## src/rtl/mtf_cache_array.sv

```systemverilog
// Move-to-front associative cache array. Cells are ordered MRU (cell 0) to
// LRU (cell CELL_CNT-1). A hit rotates the hit cell to the front; a miss
// optionally writes back a dirty LRU cell, optionally fills from memory, then
// inserts the new line at the front while the LRU cell falls off the end.
//
// Handshakes: a transfer happens on a rising edge where valid and ready are
// both high. Once raised, valid and its payload stay unchanged until that
// edge. On the CPU side req_ready is the ready; on the memory side
// mem_req_ready is the ready. mem_rvalid is a one-cycle data strobe with no
// back-pressure and is only honoured while waiting for fill data.
module mtf_cache_array #(
  parameter int CELL_CNT = 4,
  parameter int ADDR_W   = 16,
  parameter int DATA_W   = 8
) (
  input  logic              clk,
  input  logic              rst_n,
  input  logic              req_valid,
  output logic              req_ready,
  input  logic              req_we,
  input  logic [ADDR_W-1:0] req_addr,
  input  logic [DATA_W-1:0] req_wdata,
  output logic              resp_valid,
  output logic [DATA_W-1:0] resp_rdata,
  output logic              mem_req_valid,
  input  logic              mem_req_ready,
  output logic              mem_we,
  output logic [ADDR_W-1:0] mem_addr,
  output logic [DATA_W-1:0] mem_wdata,
  input  logic              mem_rvalid,
  input  logic [DATA_W-1:0] mem_rdata,
  output logic [2:0]        dbg_state
);

  localparam int IDX_W = $clog2(CELL_CNT);

  localparam logic [2:0] S_IDLE      = 3'd0;
  localparam logic [2:0] S_LOOKUP    = 3'd1;
  localparam logic [2:0] S_WB_REQ    = 3'd2;
  localparam logic [2:0] S_FILL_REQ  = 3'd3;
  localparam logic [2:0] S_FILL_WAIT = 3'd4;
  localparam logic [2:0] S_RESP      = 3'd5;

  logic [2:0]        state_q;
  logic [2:0]        state_d;

  logic [CELL_CNT-1:0] valid_q;
  logic [CELL_CNT-1:0] dirty_q;
  logic [ADDR_W-1:0]   tag_q  [CELL_CNT];
  logic [DATA_W-1:0]   data_q [CELL_CNT];

  logic              we_q;
  logic [ADDR_W-1:0] addr_q;
  logic [DATA_W-1:0] wdata_q;

  logic [CELL_CNT-1:0] cmp;
  logic [CELL_CNT-1:0] enables;
  logic                hit;
  logic [IDX_W-1:0]    hit_idx;
  logic                lru_dirty;
  logic                do_hit;
  logic                do_insert;
  logic [DATA_W-1:0]   ins_data;

  assign dbg_state = state_q;

  // Per-cell tag compare against the latched request address.
  always_comb begin
    cmp = '0;
    for (int i = 0; i < CELL_CNT; i++) begin
      cmp[i] = valid_q[i] && (tag_q[i] == addr_q);
    end
  end

  // Priority enable: lowest matching index wins; every cell at or above it
  // (toward MRU) is enabled to shift down by one.
  always_comb begin
    hit     = 1'b0;
    hit_idx = '0;
    enables = '0;
    for (int i = CELL_CNT - 1; i >= 0; i--) begin
      if (cmp[i]) begin
        hit     = 1'b1;
        hit_idx = IDX_W'(i);
      end
    end
    for (int j = 0; j < CELL_CNT; j++) begin
      enables[j] = hit && (j <= int'(hit_idx));
    end
  end

  assign lru_dirty = valid_q[CELL_CNT-1] && dirty_q[CELL_CNT-1];
  assign do_hit    = (state_q == S_LOOKUP) && hit;
  // Insert happens directly from LOOKUP for a write with a clean LRU, after
  // the writeback handshake for a write, or when fill data arrives.
  assign do_insert = ((state_q == S_LOOKUP) && !hit && !lru_dirty && we_q) ||
                     ((state_q == S_WB_REQ) && mem_req_ready && we_q) ||
                     ((state_q == S_FILL_WAIT) && mem_rvalid);
  assign ins_data  = (state_q == S_FILL_WAIT) ? mem_rdata : wdata_q;

  // Next-state logic for the request sequencer.
  always_comb begin
    state_d = state_q;
    case (state_q)
      S_IDLE: begin
        if (req_valid && req_ready) state_d = S_LOOKUP;
      end
      S_LOOKUP: begin
        if (hit)            state_d = S_RESP;
        else if (lru_dirty) state_d = S_WB_REQ;
        else if (we_q)      state_d = S_RESP;
        else                state_d = S_FILL_REQ;
      end
      S_WB_REQ: begin
        if (mem_req_ready) state_d = we_q ? S_RESP : S_FILL_REQ;
      end
      S_FILL_REQ: begin
        if (mem_req_ready) state_d = S_FILL_WAIT;
      end
      S_FILL_WAIT: begin
        if (mem_rvalid) state_d = S_RESP;
      end
      S_RESP: state_d = S_IDLE;
      default: state_d = S_IDLE;
    endcase
  end

  // State register.
  always_ff @(posedge clk or negedge rst_n) begin
    if (!rst_n) state_q <= S_IDLE;
    else        state_q <= state_d;
  end

  // Capture the CPU request when it is accepted.
  always_ff @(posedge clk or negedge rst_n) begin
    if (!rst_n) begin
      we_q    <= 1'b0;
      addr_q  <= '0;
      wdata_q <= '0;
    end else if ((state_q == S_IDLE) && req_valid) begin
      we_q    <= req_we;
      addr_q  <= req_addr;
      wdata_q <= req_wdata;
    end
  end

  // Cell array: move-to-front on a hit, full shift-down on an insert.
  always_ff @(posedge clk or negedge rst_n) begin
    if (!rst_n) begin
      valid_q <= '0;
      dirty_q <= '0;
      for (int i = 0; i < CELL_CNT; i++) begin
        tag_q[i]  <= '0;
        data_q[i] <= '0;
      end
    end else if (do_hit) begin
      for (int j = 1; j < CELL_CNT; j++) begin
        if (enables[j]) begin
          valid_q[j] <= valid_q[j-1];
          dirty_q[j] <= dirty_q[j-1];
          tag_q[j]   <= tag_q[j-1];
          data_q[j]  <= data_q[j-1];
        end
      end
      valid_q[0] <= 1'b1;
      tag_q[0]   <= tag_q[hit_idx];
      data_q[0]  <= we_q ? wdata_q : data_q[hit_idx];
      dirty_q[0] <= dirty_q[hit_idx] | we_q;
    end else if (do_insert) begin
      for (int j = 1; j < CELL_CNT; j++) begin
        valid_q[j] <= valid_q[j-1];
        dirty_q[j] <= dirty_q[j-1];
        tag_q[j]   <= tag_q[j-1];
        data_q[j]  <= data_q[j-1];
      end
      valid_q[0] <= 1'b1;
      dirty_q[0] <= we_q;
      tag_q[0]   <= addr_q;
      data_q[0]  <= ins_data;
    end
  end

  // Outputs decoded from state; all zero in IDLE so reset forces them low
  // immediately. req_ready is additionally gated by rst_n.
  always_comb begin
    req_ready     = rst_n && (state_q == S_IDLE);
    resp_valid    = (state_q == S_RESP);
    resp_rdata    = (state_q == S_RESP) ? data_q[0] : '0;
    mem_req_valid = (state_q == S_WB_REQ) || (state_q == S_FILL_REQ);
    mem_we        = (state_q == S_WB_REQ);
    mem_addr      = '0;
    mem_wdata     = '0;
    if (state_q == S_WB_REQ) begin
      mem_addr  = tag_q[CELL_CNT-1];
      mem_wdata = data_q[CELL_CNT-1];
    end else if (state_q == S_FILL_REQ) begin
      mem_addr  = addr_q;
    end
  end

endmodule

```

## config.mk

```make
export PLATFORM = sky130hd
export DESIGN_NAME = mtf_cache_array
export DESIGN_NICKNAME = d
export VERILOG_FILES = /design/src/rtl/mtf_cache_array.sv
export SDC_FILE = /design/constraint.sdc
export NUM_CORES = 1
export LEC_CHECK = 0
export CAP_MARGIN = 0
export CORE_AREA = 4 4 139 141
export CTS_BUF_LIST = sky130_fd_sc_hd__clkbuf_16
export CTS_CLUSTER_DIAMETER = 30
export CTS_CLUSTER_SIZE = 20
export DETAILED_ROUTE_END_ITERATION = 6
export DIE_AREA = 0 0 143 145
export PLACE_DENSITY = 0.63
export SLEW_MARGIN = 20
export SYNTH_ARGS = -nofsm -noshare
export SYNTH_HDL_FRONTEND = slang
export SYNTH_SLANG_ARGS = --single-unit
```

## constraint.sdc

```tcl
create_clock -name clk -period 4.25 [get_ports clk]
set_input_delay 1.275 -clock clk [delete_from_list [all_inputs] [get_ports clk]]
set_output_delay 1.275 -clock clk [all_outputs]
set_load 0.01 [all_outputs]
```

==> out/summary.md, run 1 <==
The run finished with clean final reports. The floorplan has 49 rows. The library cell used most frequently in the layout, excluding fill and tap cells, is dfrtp_1.

At the worst endpoint, the arrival time is 2.37 ns. The buffer cell driving the clock tree root was clkbuf_16. The total number of cells along the worst setup path works out to 4.

Counting every net in the synthesized netlist gives 750. Headroom to the max-slew limit came out at 36.78%. On the critical path, the stage with the largest delay is an instance of nor2_1. Of the cells placed in the final design, the portion with a size suffix greater than 1 is 18.19%. The number of hold violations in the final report came out at 0.

Final net count: 811. Summed over all cells, the static leakage comes to 3.761 nW. The power per cell area was 792.1 mW/mm^2; the number of nets still failing antenna checks after routing was 0. The number of iterations in the first detailed-routing pass was 7.

The number of enable flip-flop cells after synthesis was 0. In this design, the stage delay of the slowest critical-path cell is 0.55 ns. STA classifies the critical path startpoint as a flop. In this run the vertical extent of the chip is 145 um. Routability-driven placement finished with a final weighted congestion of 0.9045. Entering global routing, the biggest net connects 134 pins.

The initial antenna violation count was 0; the number of gates given a new drive strength after cts was 0. The number of primary I/O pins came out at 77. The cell count after synthesis came out at 712.

In this run, synthesis produced a sequential element count of 132. Count of buffers from port buffering: 76. The number of slew-limit violations in the final report is 0. The post-route DRC violation count was 0; the number of distinct library cells after synthesis was 66. Compared with the post-synthesis result, the final layout area differs by 20.51%. The tools report the area of the core as 0.01796 mm^2. In this run the post-CTS setup repair buffer count came out at 0.

Dividing the detail-routed wire length by the instance count gives 21.65 um. The tools report the number of global-route vias before repair as 6033. Across all layers, the routed design uses 5906 vias.

The repair_antennas step left the layout with diodes totalling 0. Cells fill 50.10% of the core in the end. The post-CTS clock slew at the launch and capture registers of the worst setup and hold paths came out at 0.06 ns. During synthesis, Yosys emitted a total of 0 warnings. The path class of the tightest hold or removal check is reg -> reg. Counting flops with an async set or reset pin after synthesis yields a share of 100.0%.

In this run, post-CTS hold repair placed 0 buffers. The first global-routing pass estimated 34420 um of wire. Max capacitance violation total: 0.

For this block, the initial DRC count from the detailed router was 430. The number of cells on the worst reg-to-reg path is 8. Across the routed clock network, the largest skew measured is 0.01047 ns. Setup repair after global routing left no endpoint under its margin. After synthesis, flip-flops and latches occupy 44.23% of the total area. Once the floorplan was initialized, standard cells occupied 41.58% of the core. The final layout contains routed wiring with a total length of 21980 um. STA classifies the critical path endpoint as a primary output.

Grouping stages by cell kind, the critical path spends the most delay in simple AND/OR/NAND/NOR gates. Setup violations remaining at the end of the flow were counted as 0. The finished cells cover 0.009000 mm^2.

The number of vias per cell was 5.819; the clock sink count was 132. For this run, the leading register cell type out of synthesis is dfrtp_1. Across the VDD grid, the largest voltage drop is 0.0003360 V. The all-layer global routing usage is 21.54%, and the average cell area after synthesis is 10.49 um^2.

Cell count of the worst hold path: 2. Once placement finished, the instance area stood at 0.008386 mm^2. The final critical delay including setup and external delays came out at 3.641 ns.

The top cell types in the final layout, fill and taps aside, are dfrtp_1 (132), nand2_1 (110), clkdlybuf4s50_1 (75). The half-perimeter wire length after detailed placement is 15270 um, and the clock network latency to the later pin of the worst-skew pair is 0.42 ns. The number of buffer and inverter instances along the worst setup path is 1. The longest clock path from root to sink contains 2 buffers. TritonCTS built the clock tree. The die covers 0.02074 mm^2.

The peak clock frequency supported by timing came out at 0.2747 GHz. Clock tree synthesis inserted a total of 17 buffers. The tools report the data required time at the worst endpoint as 2.97 ns. For the maximum level of the CTS H-tree, the log shows 4. Walking the worst path, the cells encountered are nand2b_1, nor2_1, and2_1, clkdlybuf4s50_1.

The worst setup path is of the reg -> out kind. Setup total negative slack on the finished layout was measured at 0 ns. The slew of the pin with the lowest slew margin came out at 0.9381 ns.

The combined area of all synthesized cells was 0.007468 mm^2. The layout has 1630 filler cells. The ratio of final minimum period to clock period was 85.67%.

Of all nets on the critical path, the largest fanout is 10. Die width: 143 um. The global-route congestion overflow total was 0.
report_power, final:
part,switching [W],total [W],internal (W)
logic,0.00158,0.00302,0.00144
clock network,0.000565,0.00154,0.000975
registers,0.000756,0.00257,0.00181
total,0.00290,0.00713,0.00423
layer usage:
layer	part of all wire (%)	vias up	wire length, um	global-route usage, %
met3	6.5	42	1423	5.627
li1	-	2676	-	-
met5	0	-	0	0
met2	49	225	10700	34.92
met1	42	2963	9288	27.99
met4	2.6	0	561	7.224
tightest hold or removal path: cells and delay by family (launching register included):
kind / cells / cell delay [ns]
DFF: 1 / 0.35
and+or+nand+nor: 2 / 0.10
worst paths after layout:
kind | startpoint | endpoint | slack [ns]
max in group asynchronous | rst_n | valid_q[0] | 2.67
min in group asynchronous | rst_n | wdata_q[3] | 0.94
max reg2reg | addr_q[14] | tag_q[26] | 0.88
max | dbg_state[2] | mem_wdata[0] | 0.61
min | dirty_q[0] | dirty_q[1] | 0.49
min reg2reg | dirty_q[0] | dirty_q[1] | 0.49
sequential cells by signal (all words and copies together) (netlist names):
| name | cells |
|---|---|
| addr_q | 16 |
| dirty_q | 4 |
| we_q | 1 |
| wdata_q | 8 |
| data_q | 32 |
| dbg_state | 3 |
| valid_q | 4 |
| tag_q | 64 |
cells by family (layout without fill, tap and decap cells):
kind of cell / count (synthesis) / after routing / share of synthesized area (%)
mux: 94 / 94 / 14.34
flops: 132 / 132 / 44.23
simple gates: 241 / 241 / 15.58
compound gates: 124 / 124 / 13.80
xor+xnor: 64 / 64 / 7.505
buf+inv: 57 / 131 / 4.540
Yosys cell counts (7+ instances only):
cell type | count | area share, %
mux2i_1 | 17 | 2.3
o21ai_0 | 12 | 0.80
nand2_1 | 110 | 5.5
mux2_4 | 9 | 1.8
xnor2_1 | 52 | 6.1
xor2_1 | 12 | 1.4
nor4_1 | 7 | 0.59
mux2_2 | 57 | 8.6
dfrtp_1 | 132 | 44
clkbuf_1 | 13 | 0.65
o21a_1 | 9 | 0.90
nand4_1 | 20 | 1.7
a221oi_1 | 8 | 0.94
buf_6 | 11 | 1.7
nor2b_1 | 9 | 0.75
mux2_1 | 11 | 1.7
buf_2 | 19 | 1.3
a211oi_1 | 8 | 0.80
a221o_1 | 22 | 2.9
and2_1 | 20 | 1.7
a21oi_1 | 17 | 1.1
o211ai_1 | 12 | 1.2
nor2_1 | 43 | 2.2
metrics by stage:
stage | instances | setup WS (ns) | hold slack (ns) | total power, W
2_1_floorplan | 712 | 1.182 | 0.4391 | 0.004610
3_3_place_gp | 983 | 0.8765 | 0.4707 | 0.005529
3_5_place_dp | 983 | 0.8582 | 0.4716 | 0.005586
4_1_cts | 1015 | 0.5576 | 0.4882 | 0.007150
5_1_grt | 1015 | 0.4175 | 0.5181 | 0.007550
6_report | 1015 | 0.6090 | 0.4928 | 0.007129
final cells by class:
cell class | instances | area [um^2] | share of cell area [%]
clock buffers | 17 | 425.4 | 4.727
clock inverters | 15 | 188.9 | 2.099
inverters | 3 | 11.26 | 0.1251
multi-input cells | 523 | 3839 | 42.65
flip-flops and latches | 132 | 3303 | 36.70
well taps | 229 | 286.5 | 3.184
repair buffers | 96 | 945.9 | 10.51
Power figures use the tool's default switching activity.
==> inputs of run 2 (changes only) <==
--- a/config.mk
+++ b/config.mk
@@ -12,8 +12,7 @@
 export CTS_CLUSTER_SIZE = 20
 export DETAILED_ROUTE_END_ITERATION = 6
 export DIE_AREA = 0 0 143 145
-export PLACE_DENSITY = 0.63
-export SLEW_MARGIN = 20
+export PLACE_DENSITY_LB_ADDON = 0.2
 export SYNTH_ARGS = -nofsm -noshare
 export SYNTH_HDL_FRONTEND = slang
 export SYNTH_SLANG_ARGS = --single-unit
==> run 2 against run 1 <==
Net effect: via count is 0.63% higher; total power is 3.4% lower; design area is 1.5% lower; clock skew is 0.00055 ns lower; first-iteration DRC count is 10% higher; cell count is 0.20% lower; non-clock buffer count is 2 higher; sequential cell count stayed put; worst hold slack worse by 0.014 ns; core utilization is 0.75 points lower; critical path type unchanged; largest cell class unchanged.
==> out/summary.md, run 2 (same netlist as run 1, synthesis figures left out) <==
The area of the core is 0.01796 mm^2 (unchanged). Detailed-route via count: 5943 (was 5906). Startpoint class of the critical path: a flop (unchanged).

The clock sink count is 132 (unchanged). The logs give 37.2% (was 36.0%) for the share of power burned in registers and 0 (unchanged) for the antenna diode count. The tools report the DRC violation total after the first TritonRoute iteration as 475 (was 430). TritonCTS built the clock tree. The number of slew-limit violations in the final report came out at 0 (unchanged). The tools report the area taken by multi-input logic gates as 0.003839 mm^2 (unchanged).

The worst endpoint data arrival time was 2.36 ns (was 2.37 ns). The uppermost layer routed was met4 (unchanged). Post-CTS clock slew at the launch and capture registers of the worst setup and hold paths: 0.06 ns (about the same). Registers with the most flip-flops: tag_q (64), data_q (32), addr_q (16) (unchanged).

Cell row count: 49 (unchanged). Data required time at the worst endpoint: 2.97 ns (about the same). The detailed-route wire length was 22710 um (was 21980 um); the met1 routed wirelength after detailed routing was 9927 um (was 9288 um).

The flip-flop count of the largest register, all copies and words added works out to 64 (unchanged). The post-detailed-route wirelength per cell was 22.41 um (was 21.65 um). The number of vias per cell is 5.867 (was 5.819).

The share of power burned in the clock network is 18.8% (was 21.6%). The power per cell area was 776.4 mW/mm^2 (was 792.1 mW/mm^2). The tools report the post-place instance area as 0.008363 mm^2 (was 0.008386 mm^2). Register with the highest flop count: tag_q (unchanged).

The clock network latency to the later pin of the worst-skew pair was 0.42 ns (about the same); the layout overhead on the synthesized area was 18.70% (was 20.51%). The run finished with clean final reports. The post-route DRC violation count was 0 (unchanged). Type of the most critical hold path: reg -> reg (unchanged). The tools report the met3 wire length as 986 um (was 1423 um).

The tools report the effective utilization at floorplan as 41.58% (unchanged). The number of gates given a new drive strength after cts is 0 (unchanged), and the ratio of cells with drive above 1 in the final layout is 17.86% (was 18.19%). Highest-count cells in the layout ignoring fill and taps: dfrtp_1 (132), nand2_1 (110), clkdlybuf4s50_1 (75) (unchanged).

The post-route total power was 0.006883 W (was 0.007129 W); the ratio of final minimum period to clock period was 85.55% (was 85.67%). The logs give 0.008865 mm^2 (was 0.009000 mm^2) for the post-layout instance area and 17 (unchanged) for the TritonCTS buffer count. The logs give 0.009922 ns (was 0.01047 ns) for the post-route clock skew and 0.003303 mm^2 (unchanged) for the sequential cell area. The final-report setup violation count was 0 (unchanged); the max capacitance violation total was 0 (unchanged). The pin count of the biggest net entering global routing was 77 (was 134); the peak supply drop was 0.0003314 V (was 0.0003360 V). The static leakage was 3.714 nW (was 3.761 nW); the slew of the pin with the lowest slew margin was 1.090 ns (was 0.9381 ns). For the met2 layer wire length in the routed design, the log shows 11250 um (was 10700 um). The commonest non-fill, non-tap cell in the layout is dfrtp_1 (unchanged).

The placer congestion estimate was 0.9170 (was 0.9045). Highest net fanout along the worst path: 10 (unchanged). The global-route congestion overflow total came out at 0 (unchanged). Net switching power figure: 0.002883 W (was 0.002898 W). The number of nets still failing antenna checks after routing came out at 0 (unchanged).

Layout filler cell count: 1640 (was 1630). Maximum clock insertion buffer count: 2 (unchanged). The peak clock frequency supported by timing came out at 0.2750 GHz (was 0.2747 GHz). The run gives 0.02074 mm^2 (unchanged) as the floorplan die area.

Endpoint kind of the worst setup timing path: a primary output (unchanged). Post-CTS setup buffer count: 0 (unchanged). The number of hold violations in the final report was 0 (unchanged). The buffer cell driving the clock tree root was clkbuf_16 (unchanged).

The tools report the worst-case headroom to the max-slew limit as 27.14% (was 36.78%). The run gives 44.0% (was 42.4%) as the combinational share of power. The run gives 0.004000 W (was 0.004231 W) as the internal power contribution. The global-route wire length before repair was 35520 um (was 34420 um); the count of buffers from port buffering was 76 (unchanged).

The number of hold buffers added after cts was 0 (unchanged). Setup repair after global routing left no endpoint under its margin. The vertical die dimension works out to 145 um (unchanged). The run gives 6071 (was 6033) as the number of global-route vias before repair. The number of primary I/O pins came out at 77 (unchanged). The run gives 813 (was 811) as the final net count. The run gives 5 (was 7) as the number of iterations in the first detailed-routing pass. Half-perimeter wire length after detailed placement: 15680 um (was 15270 um).

The critical path start-end classification was reg -> out (unchanged). The smallest hold slack was 0.4785 ns (was 0.4928 ns); the all-layer global routing usage was 22.25% (was 21.54%). The die width works out to 143 um (unchanged). Maximum level of the CTS H-tree: 4 (unchanged).

The setup total negative slack came out at 0 ns (unchanged). The initial antenna violation count is 0 (unchanged), and the final critical delay including setup and external delays is 3.636 ns (was 3.641 ns). The fraction of power spent switching nets came out at 41.89% (was 40.65%).
[run 2: worst max-delay path: stages (launching register included)]
cell and delay [ns]:
dfrtp_1 0.43, nand2b_1 0.18, nor2_1 0.56, and2_1 0.23, clkdlybuf4s50_1 0.53
[run 2: cell type report]
cell class	instances	share of cell area, %
Clock inverter	11	0.8610
Clock buffer	17	4.799
Multi-Input combinational cell	523	43.30
Inverter	3	0.1270
Timing Repair Buffer	98	10.42
Sequential cell	132	37.26
Tap cell	229	3.232
[run 2: stage by stage]
stage               cells  setup WS, ns  util (%)
finish               1013        0.6141     49.35
floorplan             712         1.182         -
global placement      985        0.8530     46.56
global route         1013        0.4498     49.35
detailed placement    985        0.8073     46.56
CTS                  1013        0.5750     49.35
[run 2: worst paths after layout]
check,depth (start not counted),slack (ns),to,startpoint
min reg2reg,2,0.48,dirty_q[1],dirty_q[0]
min,2,0.48,dirty_q[1],dirty_q[0]
max reg2reg,10,0.84,tag_q[60],addr_q[12]
max,4,0.61,mem_wdata[0],dbg_state[2]
max in group asynchronous,3,1.73,data_q[23],rst_n
min in group asynchronous,2,1.15,wdata_q[6],rst_n
[run 2: metal layers]
metal / vias to the layer above / global-route usage, %
li1: 2676 / -
met1: 3007 / 29.44
met2: 210 / 36.91
met3: 50 / 3.521
met4: 0 / 7.890
met5: - / 0
[run 2: power groups by stage]
stage	Combinational [W]	Sequential (W)	Clock, W
2_1_floorplan	0.00244	0.00217	0
6_report	0.00303	0.00256	0.00130
3_3_place_gp	0.00298	0.00252	0
3_5_place_dp	0.00302	0.00255	0
5_1_grt	0.00327	0.00263	0.00138
4_1_cts	0.00303	0.00254	0.00132
==> inputs of run 3 (changes only) <==
==> constraint.sdc (replaced) <==
create_clock -name clk -period 3.6 [get_ports clk]
set_input_delay 1.08 -clock clk [delete_from_list [all_inputs] [get_ports clk]]
set_output_delay 1.08 -clock clk [all_outputs]
set_load 0.01 [all_outputs]
==> run 3 against run 2 <==
Net effect: sequential cell count stayed put; critical path depth increased by 6; die area did not move; sequential share of layout area shrank 0.95 points; global-route usage increased by 0.46 points; first-iteration DRC count shrank 3.2%; cell count is 1.7% higher; critical path type is now reg -> reg; wire length is 2.3% higher; largest power group unchanged; via count grew 2.6%.
==> out/summary.md, run 3 (same netlist as run 1, synthesis figures left out) <==
The sequential cell area was 0.003303 mm^2 (unchanged); the number of nets still failing antenna checks after routing was 0 (unchanged). The clock sink count is 132 (unchanged), and the ratio of cells with drive above 1 in the final layout is 20.10% (was 17.86%). The tools report the cell total after placement as 999 (was 985).

For the static leakage, the log shows 3.822 nW (was 3.714 nW). The floorplan die area was 0.02074 mm^2 (unchanged); the final net count was 827 (was 813). The startpoint class of the critical path was a flop (unchanged). Highest-count cells in the layout ignoring fill and taps: dfrtp_1 (132), nand2_1 (110), clkdlybuf4s50_1 (75) (unchanged). The number of hold violations in the final report was 0 (unchanged); the global-route wire length before repair was 35810 um (was 35520 um). Gate family responsible for the most delay along the worst path: simple AND/OR/NAND/NOR gates (unchanged).

For the half-perimeter wire length after detailed placement, the log shows 16170 um (was 15680 um). Buffer cell driving the clock tree root: clkbuf_16 (unchanged). The core utilization of the finished layout was 50.64% (was 49.35%). The number of vias per cell was 5.919 (was 5.867); the maximum level of the CTS H-tree was 4 (unchanged). The commonest non-fill, non-tap cell in the layout is dfrtp_1 (unchanged). Setup repair after global routing left no endpoint under its margin.

The run finished with clean final reports. Vertical die dimension: 145 um (unchanged). For the detailed-route wire length, the log shows 23230 um (was 22710 um). The area taken by multi-input logic gates is 0.003842 mm^2 (was 0.003839 mm^2). The layout overhead on the synthesized area came out at 21.81% (was 18.70%). Post-route DRC violation count: 0 (unchanged). Type of the most critical hold path: reg -> reg (unchanged). The area of the core was 0.01796 mm^2 (unchanged); the final instance count without filler cells was 1030 (was 1013). The number of hold buffers added after cts is 0 (unchanged), and the number of global-route vias before repair is 6239 (was 6071).

The peak supply drop is 0.0005185 V (was 0.0003314 V). The run gives 2 (unchanged) as the maximum clock insertion buffer count. The max capacitance violation total was 0 (unchanged); the count of buffers from port buffering was 76 (unchanged). The post-route clock skew came out at 0.006288 ns (was 0.009922 ns). The run gives 6097 (was 5943) as the detailed-route via count. The tools report the peak clock frequency supported by timing as 0.3043 GHz.

The antenna diode count is 0 (unchanged). The global-route congestion overflow total was 0 (unchanged); the cell row count was 49 (unchanged). The initial antenna violation count is 0 (unchanged), and the smallest hold slack is 0.4771 ns (was 0.4785 ns).

For the worst endpoint data arrival time, the log shows 3.60 ns (was 2.36 ns). The final critical delay including setup and external delays was 3.286 ns. The run gives 3.92 ns (was 2.97 ns) as the data required time at the worst endpoint.

TritonCTS built the clock tree. The tools report the number of iterations in the first detailed-routing pass as 5 (unchanged). The critical path start-end classification was reg -> reg (was reg -> out). The DRC violation total after the first TritonRoute iteration was 460 (was 475). Slowest library cell on the worst path: or4b_4 (was nor2_1). The post-detailed-route wirelength per cell works out to 22.55 um (was 22.41 um). Die width: 143 um (unchanged).

The delay of the slowest cell on the worst path is 0.57 ns (was 0.56 ns). The post-CTS setup buffer count is 0 (unchanged). Slew of the pin with the lowest slew margin: 0.8798 ns (was 1.090 ns).

The placer congestion estimate came out at 0.9446 (was 0.9170). The power per cell area is 940.0 mW/mm^2 (was 776.4 mW/mm^2), and the final-report setup violation count is 0 (unchanged). In the finished design, the share of the clock period the worst path needs comes to 91.28%. The number of buffer and inverter instances along the worst setup path works out to 2 (was 1). The all-layer global routing usage was 22.71% (was 22.25%). The logs give 41.58% (unchanged) for the effective utilization at floorplan and 134 (was 77) for the pin count of the biggest net entering global routing. For the TritonCTS buffer count, the log shows 17 (unchanged).

Registers with the most flip-flops: tag_q (64), data_q (32), addr_q (16) (unchanged). The tools report the minimum setup slack among reg-to-reg paths as 0.31 ns (was 0.84 ns). Register with the highest flop count: tag_q (unchanged). The number of primary I/O pins was 77 (unchanged).

The run gives 0.43 ns (was 0.42 ns) as the clock network latency to the later pin of the worst-skew pair. Number of slew-limit violations in the final report: 0 (unchanged). The tools report the worst-case headroom to the max-slew limit as 41.35% (was 27.14%). The post-CTS clock slew at the launch and capture registers of the worst setup and hold paths came out at 0.06 ns (about the same). The highest net fanout along the worst path is 46 (was 10), and the flip-flop count of the largest register, all copies and words added is 64 (unchanged). The endpoint kind of the worst setup timing path was a flop (was a primary output). The worst slack after detailed placement is -0.01246 ns (was 0.8073 ns), and the layout filler cell count is 1651 (was 1640). The final setup slack of the worst path came out at 0.3140 ns (was 0.6141 ns). Critical path cell sequence: buf_4, xnor2_1, nand2_1, or4b_4, nor3_4, nand2_1, o21ai_2, buf_4, a21oi_1, a21o_1 (was nand2b_1, nor2_1, and2_1, clkdlybuf4s50_1).
## run 3: changes by cell type in the layout (fill, tap and decap cells not counted), sizes merged
| cell | previous run | this run |
|---|---|---|
| clkinvlp | 1 | 2 |
| inv | 6 | 3 |
| clkinv | 6 | 8 |
| buf | 23 | 37 |
| bufinv | 1 | 4 |
## run 3: through the flow
stage               total power, W  cell area [um^2]  setup TNS (ns)
floorplan                 0.005442              7468               0
global placement          0.006686              8481               0
detailed placement        0.006737              8481        -0.04393
CTS                       0.008579              9094               0
global route              0.009029              9097               0
finish                    0.008551              9097               0
## run 3: timing repair
item,4_1_cts,5_1_grt
setup endpoints to repair,0,12
resized for setup,0,1
endpoints found under the hold margin,0,0
## run 3: layer usage
layer  vias to the layer above  wire length [um]  GRT usage (%)
met3                        49              1116          5.002
li1                       2715                 -              -
met2                       206             11690          38.04
met5                         -                 0              0
met1                      3127              9814          28.66
met4                         0               612          8.317
## run 3: cell type report
class,count,share of cell area [%]
Multi-Input combinational cell,523,42.24
Timing Repair Buffer,112,11.44
Tap cell,229,3.149
Sequential cell,132,36.31
Clock buffer,17,4.676
Inverter,3,0.1238
Clock inverter,14,2.063
## run 3: path summary, 6_finish.rpt
kind | start | to | cells past startpoint
max | addr_q[4] | tag_q[60] | 10
min | dirty_q[0] | dirty_q[1] | 2
max reg2reg | addr_q[4] | tag_q[60] | 10
min reg2reg | dirty_q[0] | dirty_q[1] | 2
max in group asynchronous | rst_n | addr_q[11] | 2
min in group asynchronous | rst_n | wdata_q[6] | 2
## run 3: where the power goes
group	total (W)	internal, W	switching, W
registers	0.00291	0.00214	0.000766
clock network	0.00180	0.00115	0.000653
logic	0.00384	0.00176	0.00208
total	0.00855	0.00505	0.00350
## run 3: tightest hold or removal path: stages (launching register included)
cell	delay (ns)
dfrtp_1	0.35
nand2_1	0.05
nand2_1	0.05
